`config.mk`:
```
export PLATFORM = sky130hd
export DESIGN_NAME = gray_to_rgb_stream
export DESIGN_NICKNAME = d
export VERILOG_FILES = /design/src/rtl/gray2rgb_pkg.sv /design/src/rtl/gray2rgb_skid_fifo.sv /design/src/rtl/gray_to_rgb_stream.sv
export SDC_FILE = /design/constraint.sdc
export NUM_CORES = 1
export LEC_CHECK = 0
export CAP_MARGIN = 20
export CORE_ASPECT_RATIO = 0.6
export CORE_MARGIN = 3
export CORE_UTILIZATION = 27
export DETAILED_ROUTE_END_ITERATION = 8
export PLACE_DENSITY = 0.55
export SLEW_MARGIN = 30
export SYNTH_ARGS = -nofsm -noshare
export SYNTH_HDL_FRONTEND = slang
export SYNTH_SLANG_ARGS = --single-unit
```
`constraint.sdc`:
```
create_clock -name clk -period 3.6 [get_ports clk]
set_clock_uncertainty 0.05 [all_clocks]
set_input_delay 0.36 -clock clk [delete_from_list [all_inputs] [get_ports clk]]
set_output_delay 0.36 -clock clk [all_outputs]
set_load 0.02 [all_outputs]
```
`src/rtl/gray2rgb_pkg.sv`:
```
`default_nettype none
// ============================================================================
//  Module   : gray2rgb_pkg
//  Purpose  : Shared types and helpers for the gray-to-RGB stream back-end.
//             Holds the frame FSM state encoding, the FIFO pixel entry and
//             the luminance normalisation function.
//  Ports    : none (package)
//  Revision : 1.0  initial release
// ============================================================================
package gray2rgb_pkg;

   localparam int unsigned c_LUM_W = 15;

   typedef enum logic [1:0] {
      IDLE   = 2'd0,
      ACTIVE = 2'd1,
      DRAIN  = 2'd2,
      DONE   = 2'd3
   } state_t;

   // One FIFO entry: replicated channels plus the position tags computed
   // when the luminance word was accepted.
   typedef struct packed {
      logic [7:0] red;
      logic [7:0] green;
      logic [7:0] blue;
      logic       sol;
      logic       eol;
      logic       sof;
      logic       eof;
   } pixel_t;

   // Drop the weight-sum scaling and clamp to the 8-bit range. Truncation,
   // no rounding.
   function automatic logic [7:0] sat_norm(input logic [c_LUM_W-1:0] lum,
                                           input int unsigned         shift);
      logic [c_LUM_W-1:0] w_shifted;
      w_shifted = lum >> shift;
      return (w_shifted > c_LUM_W'(255)) ? 8'hFF : w_shifted[7:0];
   endfunction

endpackage
`default_nettype wire

```
`src/rtl/gray2rgb_skid_fifo.sv`:
```
`default_nettype none
// ============================================================================
//  Module   : gray2rgb_skid_fifo
//  Purpose  : Two-entry valid/ready output buffer. Slot 0 is always the head,
//             so the output data is a plain register and stays stable while
//             the consumer stalls.
//  Ports    : clk        - clock, rising edge
//             rst_n      - asynchronous active-low reset (flushes buffer)
//             push_i     - write din_i this cycle (ignored when full)
//             din_i      - entry to write
//             count_o    - current occupancy (0..2)
//             out_valid_o- head entry is valid
//             out_ready_i- consumer takes the head entry
//             dout_o     - head entry
//  Revision : 1.0  initial release
// ============================================================================
module gray2rgb_skid_fifo #(
   parameter int unsigned WIDTH = 8
) (
   input  logic             clk,
   input  logic             rst_n,
   input  logic             push_i,
   input  logic [WIDTH-1:0] din_i,
   output logic [1:0]       count_o,
   output logic             out_valid_o,
   input  logic             out_ready_i,
   output logic [WIDTH-1:0] dout_o
);

   logic [WIDTH-1:0] slot0_q;
   logic [WIDTH-1:0] slot1_q;
   logic [1:0]       count_q;
   logic             w_push;
   logic             w_pop;

   assign w_push      = push_i && (count_q != 2'd2);
   assign w_pop       = (count_q != 2'd0) && out_ready_i;
   assign out_valid_o = (count_q != 2'd0);
   assign count_o     = count_q;
   assign dout_o      = slot0_q;

   always_ff @(posedge clk or negedge rst_n) begin
      if (!rst_n) begin
         slot0_q <= '0;
         slot1_q <= '0;
         count_q <= 2'd0;
      end else begin
         case ({w_push, w_pop})
            2'b10: begin
               if (count_q == 2'd0) slot0_q <= din_i;
               else                 slot1_q <= din_i;
               count_q <= count_q + 2'd1;
            end
            2'b01: begin
               slot0_q <= slot1_q;
               count_q <= count_q - 2'd1;
            end
            // Push and pop together only happens with one entry held
            // (pop needs >=1, push needs <2): the new word becomes head.
            2'b11: begin
               slot0_q <= din_i;
            end
            default: ;
         endcase
      end
   end

endmodule
`default_nettype wire

```
`src/rtl/gray_to_rgb_stream.sv`:
```
`default_nettype none
// ============================================================================
//  Module   : gray_to_rgb_stream
//  Purpose  : Normalises 15-bit weighted luminance sums to 8-bit gray,
//             replicates onto R/G/B, tags line/frame boundaries and buffers
//             the result behind a 2-entry valid/ready FIFO.
//  Option   : GRAY2RGB_THRESH_EN adds an 8-bit thresh input; each pixel is
//             then forced to 255 (g >= thresh) or 0 (binary output).
//  Ports    : clk, rst_n        - clock / async active-low reset
//             start             - begins a frame when idle
//             in_valid/in_ready - luminance handshake, in_lum data
//             out_valid/out_ready - pixel handshake
//             out_red/green/blue - pixel channels
//             out_sol/eol/sof/eof - line / frame position tags
//             busy              - frame in progress
//             frame_done        - one-cycle pulse after the last pixel left
//             thresh            - (option only) binarisation threshold
//  Revision : 1.0  initial release
// ============================================================================
module gray_to_rgb_stream
   import gray2rgb_pkg::*;
#(
   parameter int unsigned IMG_W      = 640,
   parameter int unsigned IMG_H      = 480,
   parameter int unsigned NORM_SHIFT = 7
) (
   input  logic               clk,
   input  logic               rst_n,
   input  logic               start,
   input  logic               in_valid,
   output logic               in_ready,
   input  logic [c_LUM_W-1:0] in_lum,
`ifdef GRAY2RGB_THRESH_EN
   input  logic [7:0]         thresh,
`endif
   output logic               out_valid,
   input  logic               out_ready,
   output logic [7:0]         out_red,
   output logic [7:0]         out_green,
   output logic [7:0]         out_blue,
   output logic               out_sol,
   output logic               out_eol,
   output logic               out_sof,
   output logic               out_eof,
   output logic               busy,
   output logic               frame_done
);

   localparam int unsigned c_COL_W = (IMG_W > 1) ? $clog2(IMG_W) : 1;
   localparam int unsigned c_ROW_W = (IMG_H > 1) ? $clog2(IMG_H) : 1;
   localparam logic [c_COL_W-1:0] c_COL_LAST = c_COL_W'(IMG_W - 1);
   localparam logic [c_ROW_W-1:0] c_ROW_LAST = c_ROW_W'(IMG_H - 1);

   state_t             state_q;
   logic [c_COL_W-1:0] col_q, col_d;
   logic [c_ROW_W-1:0] row_q, row_d;
   logic               frame_done_q;

   logic               w_accept;
   logic               w_col_last;
   logic               w_row_last;
   logic [7:0]         w_gray;
   logic [7:0]         w_chan;
   logic [1:0]         w_fifo_count;
   pixel_t             w_pix_in;
   pixel_t             w_pix_out;

   // ---------------------------------------------------------------- input
   assign in_ready   = (state_q == ACTIVE) && (w_fifo_count < 2'd2);
   assign w_accept   = in_valid && in_ready;
   assign w_col_last = (col_q == c_COL_LAST);
   assign w_row_last = (row_q == c_ROW_LAST);

   assign w_gray = sat_norm(in_lum, NORM_SHIFT);
`ifdef GRAY2RGB_THRESH_EN
   assign w_chan = (w_gray >= thresh) ? 8'hFF : 8'h00;
`else
   assign w_chan = w_gray;
`endif

   always_comb begin
      w_pix_in       = '0;
      w_pix_in.red   = w_chan;
      w_pix_in.green = w_chan;
      w_pix_in.blue  = w_chan;
      w_pix_in.sol   = (col_q == '0);
      w_pix_in.eol   = w_col_last;
      w_pix_in.sof   = (col_q == '0) && (row_q == '0);
      w_pix_in.eof   = w_col_last && w_row_last;
   end

   // Raster position after the current accept; wraps to (0,0) at frame end.
   always_comb begin
      col_d = col_q + c_COL_W'(1);
      row_d = row_q;
      if (w_col_last) begin
         col_d = '0;
         row_d = w_row_last ? '0 : row_q + c_ROW_W'(1);
      end
   end

   // ------------------------------------------------------------------ FSM
   always_ff @(posedge clk or negedge rst_n) begin
      if (!rst_n) begin
         state_q      <= IDLE;
         col_q        <= '0;
         row_q        <= '0;
         frame_done_q <= 1'b0;
      end else begin
         frame_done_q <= 1'b0;
         case (state_q)
            IDLE: begin
               if (start) begin
                  state_q <= ACTIVE;
                  col_q   <= '0;
                  row_q   <= '0;
               end
            end
            ACTIVE: begin
               if (w_accept) begin
                  col_q <= col_d;
                  row_q <= row_d;
                  if (w_col_last && w_row_last) state_q <= DRAIN;
               end
            end
            DRAIN: begin
               if (w_fifo_count == 2'd0) begin
                  state_q      <= DONE;
                  frame_done_q <= 1'b1;
               end
            end
            DONE: begin
               state_q <= IDLE;
            end
            default: state_q <= IDLE;
         endcase
      end
   end

   assign busy       = (state_q != IDLE);
   assign frame_done = frame_done_q;

   // --------------------------------------------------------------- output
   gray2rgb_skid_fifo #(
      .WIDTH ($bits(pixel_t))
   ) u_fifo (
      .clk         (clk),
      .rst_n       (rst_n),
      .push_i      (w_accept),
      .din_i       (w_pix_in),
      .count_o     (w_fifo_count),
      .out_valid_o (out_valid),
      .out_ready_i (out_ready),
      .dout_o      (w_pix_out)
   );

   assign out_red   = w_pix_out.red;
   assign out_green = w_pix_out.green;
   assign out_blue  = w_pix_out.blue;
   assign out_sol   = w_pix_out.sol;
   assign out_eol   = w_pix_out.eol;
   assign out_sof   = w_pix_out.sof;
   assign out_eof   = w_pix_out.eof;

endmodule
`default_nettype wire

```
==> results.md <==
* Routed Wire Length at 6.12 mm
* Class of the worst hold path: input port to async pin
* List of cells traversed by the critical path: inv_1 > ha_1 > buf_4 > mux2i_1 > a21o_1 > or4_1 > mux2i_1
* Type of the setup path with the least slack: flip-flop to flip-flop
* Number of buffers created by CTS at 5
* Number of synthesized flops with an enable pin at 0
* Area of the mapped netlist at 0.00268 mm²
* Avg Cell Area, Syn at 10.1 µm²
* Total via count in the routed design at 2079
* Total power of the final layout at 2.46 mW
* Number of gates resized after cts at 0
* P&R area growth vs syn at 23.4%
* Row count at 27
* Fraction of met2 tracks used by global routing at about 16%
* Number of failing setup endpoints in the final timing report at 0
* Clock H-tree levels at 2
* Cell seen most often among critical-path stages: sky130_fd_sc_hd__mux2i_1
* Maximum number of pins on one net before global-route repair at 31
* Proportion of netlist area held by the largest area contributor at between 40 and 50%
* Final net count at 322
* Worst EP arrival at between 2 and 3 ns
* Clock tree from TritonCTS: done
* Flip-flop and latch count after synthesis at 48
* Top fanout value on the critical path at 22
* Total power per unit cell area at 744 mW/mm²
* Final Max Slew Viols at 0
* Syn Nets at 295
* Most used routing layer: met1
* Antenna diode count at 0
* Overall die width at 135 µm
* Number of warning messages in the yosys log at 0
* Tightest Pin Transition at 0.886 ns
* Kind of capture point of the worst setup path: flip-flop
* Max-slew headroom at the worst pin at 40.9%
* Distinct cells, synth at 54
* Top-level I/O count at 52
* Final antenna-violating net count at 0
* Num Clock Sinks at 48
* Global-route total usage across every layer at a little under an eighth
* Final setup TNS at 0 ns
* Crit path setup slack, layout at 1.18 ns
* Global-route congestion overflow total at 0
* Required time reported for the critical path endpoint at between 3 and 4 ns
* Worst supply voltage drop on vdd at 0.000341 V
* Most used flip-flop cell after synthesis: sky130_fd_sc_hd__dfrtp_1
* Critical path's top delay family: simple AND/OR/NAND/NOR gates
* Synth Instances at ~270
* Ratio of routed vias to standard cells at 4.90
* Share of the yosys chip area belonging to registers at 44.8%
* Wire length per cell after detailed routing at roughly 14 µm
* Final min period at 2.42 ns
* Total count of hold-check failures in the final report at 0
* Setup bufs post-CTS at 0
* Post-CTS Hold Buffers at 0
* First-pass GRT wire length at approximately 10 mm
* Detailed Routing Iterations Pass 1 at 4
* Clock Root Buffer: sky130_fd_sc_hd__clkbuf_16
* Leak Pwr at 1.37 nW
* Worst slack on hold paths at 0.0608 ns
* Met3 Usage GRT at 2.85%
* Slowest stage delay, CP at ~0.60 ns
* Leading area contributor after synthesis: sky130_fd_sc_hd__dfrtp_1
* Number of buffers inserted by port buffering at 44
* Count of buffering cells on the critical path with inverters included at 2
* Clock buffer depth at 2
* Top post-synthesis cells by count: sky130_fd_sc_hd__dfrtp_1 (48), sky130_fd_sc_hd__nand2_1 (22), sky130_fd_sc_hd__buf_4 (17)
* RSZ-0062 raised after global routing: no
* Initial antenna violation count at 0
* Floorplan core area at 0.00943 mm²
* Area of combinational cells with multiple inputs at around 0.0013 mm²
* Run status: complete, no violations
* Fraction of registers with async set/reset at between 90% and 100%
* Area of the die at 0.0112 mm²
* Via count of the first global-routing pass at 1976
* CP max-delay cell: sky130_fd_sc_hd__or4_1
* Met1 routing resource usage after global routing at 18.2%
* Highest achievable clock rate at 0.413 GHz
* Dominant cell by count in the synthesized netlist: sky130_fd_sc_hd__dfrtp_1
* Element type at the critical path start: flip-flop
* Initial core utilization at between 20 and 30%
* First-iteration detailed-routing DRC count at roughly 160
* Post-place setup slack at 1.20 ns
* Share of post-route cells with drive strength above 1 at 10.9%
* Final Wtd Congestion at 0.785
* Post-route DRC violation count at 0
* Floorplan die height at 83.2 µm
* Max_cap viols at 0
* Worst-path clk slew at about 0.070 ns
* Post-detail-place hpwl at 4.32 mm
* Fillers at between 900 and 1000
* Seq. cell area at 0.00120 mm²
* Insertion delay of the later-clocked pin in the worst-skew pair at slightly below 0.3 ns
* Area contributors post-synth: sky130_fd_sc_hd__dfrtp_1 (45%), sky130_fd_sc_hd__mux2i_1 (4.9%), sky130_fd_sc_hd__buf_4 (4.8%)
* Share of the clock period used by the worst path at 67.3%
## through the flow
step	cell area [µm²]	util [%]	std cells
finish	3300	35.1	424
global route	3300	35.1	424
CTS	3300	35.1	424
detailed placement	3140	33.3	416
global placement	3130	33.2	416
floorplan	2680	-	266
## sequential cells by signal, indices dropped and copies added (netlist names)
signal          flops
u_fifo.dout_o      12
u_fifo.count_o      2
frame_done          1
col_q              10
u_fifo.slot1_q     12
state_q             2
row_q               9
## report_power, final
group	internal (mW)	switching (mW)
combinational	0.517	0.548
clock	0.327	0.216
sequential	0.701	0.148
total	1.54	0.913
## per-layer routing
layer	part of all wire, %	vias up
met5	0	-
met4	0.51	0
met3	4.5	5
met2	42	44
met1	53	1024
li1	-	1006
## cells by family (layout without fill, tap and decap cells)
logic type / count (synthesis) / in the layout / share of synthesized area, %
AND/OR/NAND/NOR: 81 / 81 / 16.5
XOR/XNOR: 4 / 4 / 1.31
adder cells (fa/ha/maj): 9 / 9 / 4.20
AO/OA/AOI/OAI: 59 / 59 / 15.3
buffers and inverters: 41 / 69 / 8.31
flip-flops: 48 / 48 / 44.8
multiplexers: 24 / 24 / 9.48
## worst paths after layout
check                      slack, ns                 to  cells past startpoint         startpoint
max                             1.18           row_q[6]                      7         state_q[1]
min                             0.06  u_fifo.dout_o[25]                      1              rst_n
max reg2reg                     1.18           row_q[6]                      7         state_q[1]
min reg2reg                     0.43  u_fifo.slot1_q[1]                      2  u_fifo.slot1_q[1]
max in group asynchronous       2.71  u_fifo.slot1_q[0]                      2              rst_n
min in group clk                0.43  u_fifo.slot1_q[1]                      2  u_fifo.slot1_q[1]
## final cells by class
class / count / share of cell area (%)
clock buffers: 5 / 3.79
clock inverters: 3 / 1.29
multi-input cells: 177 / 38.1
repair buffers: 48 / 14.1
well taps: 130 / 4.92
flip-flops and latches: 48 / 36.3
inverters: 13 / 1.48
## placed cells by master, fill, tap and decap left out, types with 4 or more instances in the layout
| master | instances |
|---|---|
| sky130_fd_sc_hd__o21ai_0 | 6 |
| sky130_fd_sc_hd__o31ai_1 | 4 |
| sky130_fd_sc_hd__nand2_1 | 22 |
| sky130_fd_sc_hd__dfrtp_1 | 48 |
| sky130_fd_sc_hd__ha_1 | 9 |
| sky130_fd_sc_hd__buf_4 | 4 |
| sky130_fd_sc_hd__a21oi_1 | 13 |
| sky130_fd_sc_hd__inv_1 | 12 |
| sky130_fd_sc_hd__nand3_1 | 11 |
| sky130_fd_sc_hd__o21a_1 | 5 |
| sky130_fd_sc_hd__mux2i_1 | 13 |
| sky130_fd_sc_hd__clkdlybuf4s50_1 | 43 |
| sky130_fd_sc_hd__clkbuf_16 | 5 |
| sky130_fd_sc_hd__nor2_1 | 14 |
| sky130_fd_sc_hd__mux2_2 | 11 |
| sky130_fd_sc_hd__or4_1 | 6 |
(Power assumes the default switching activity.)
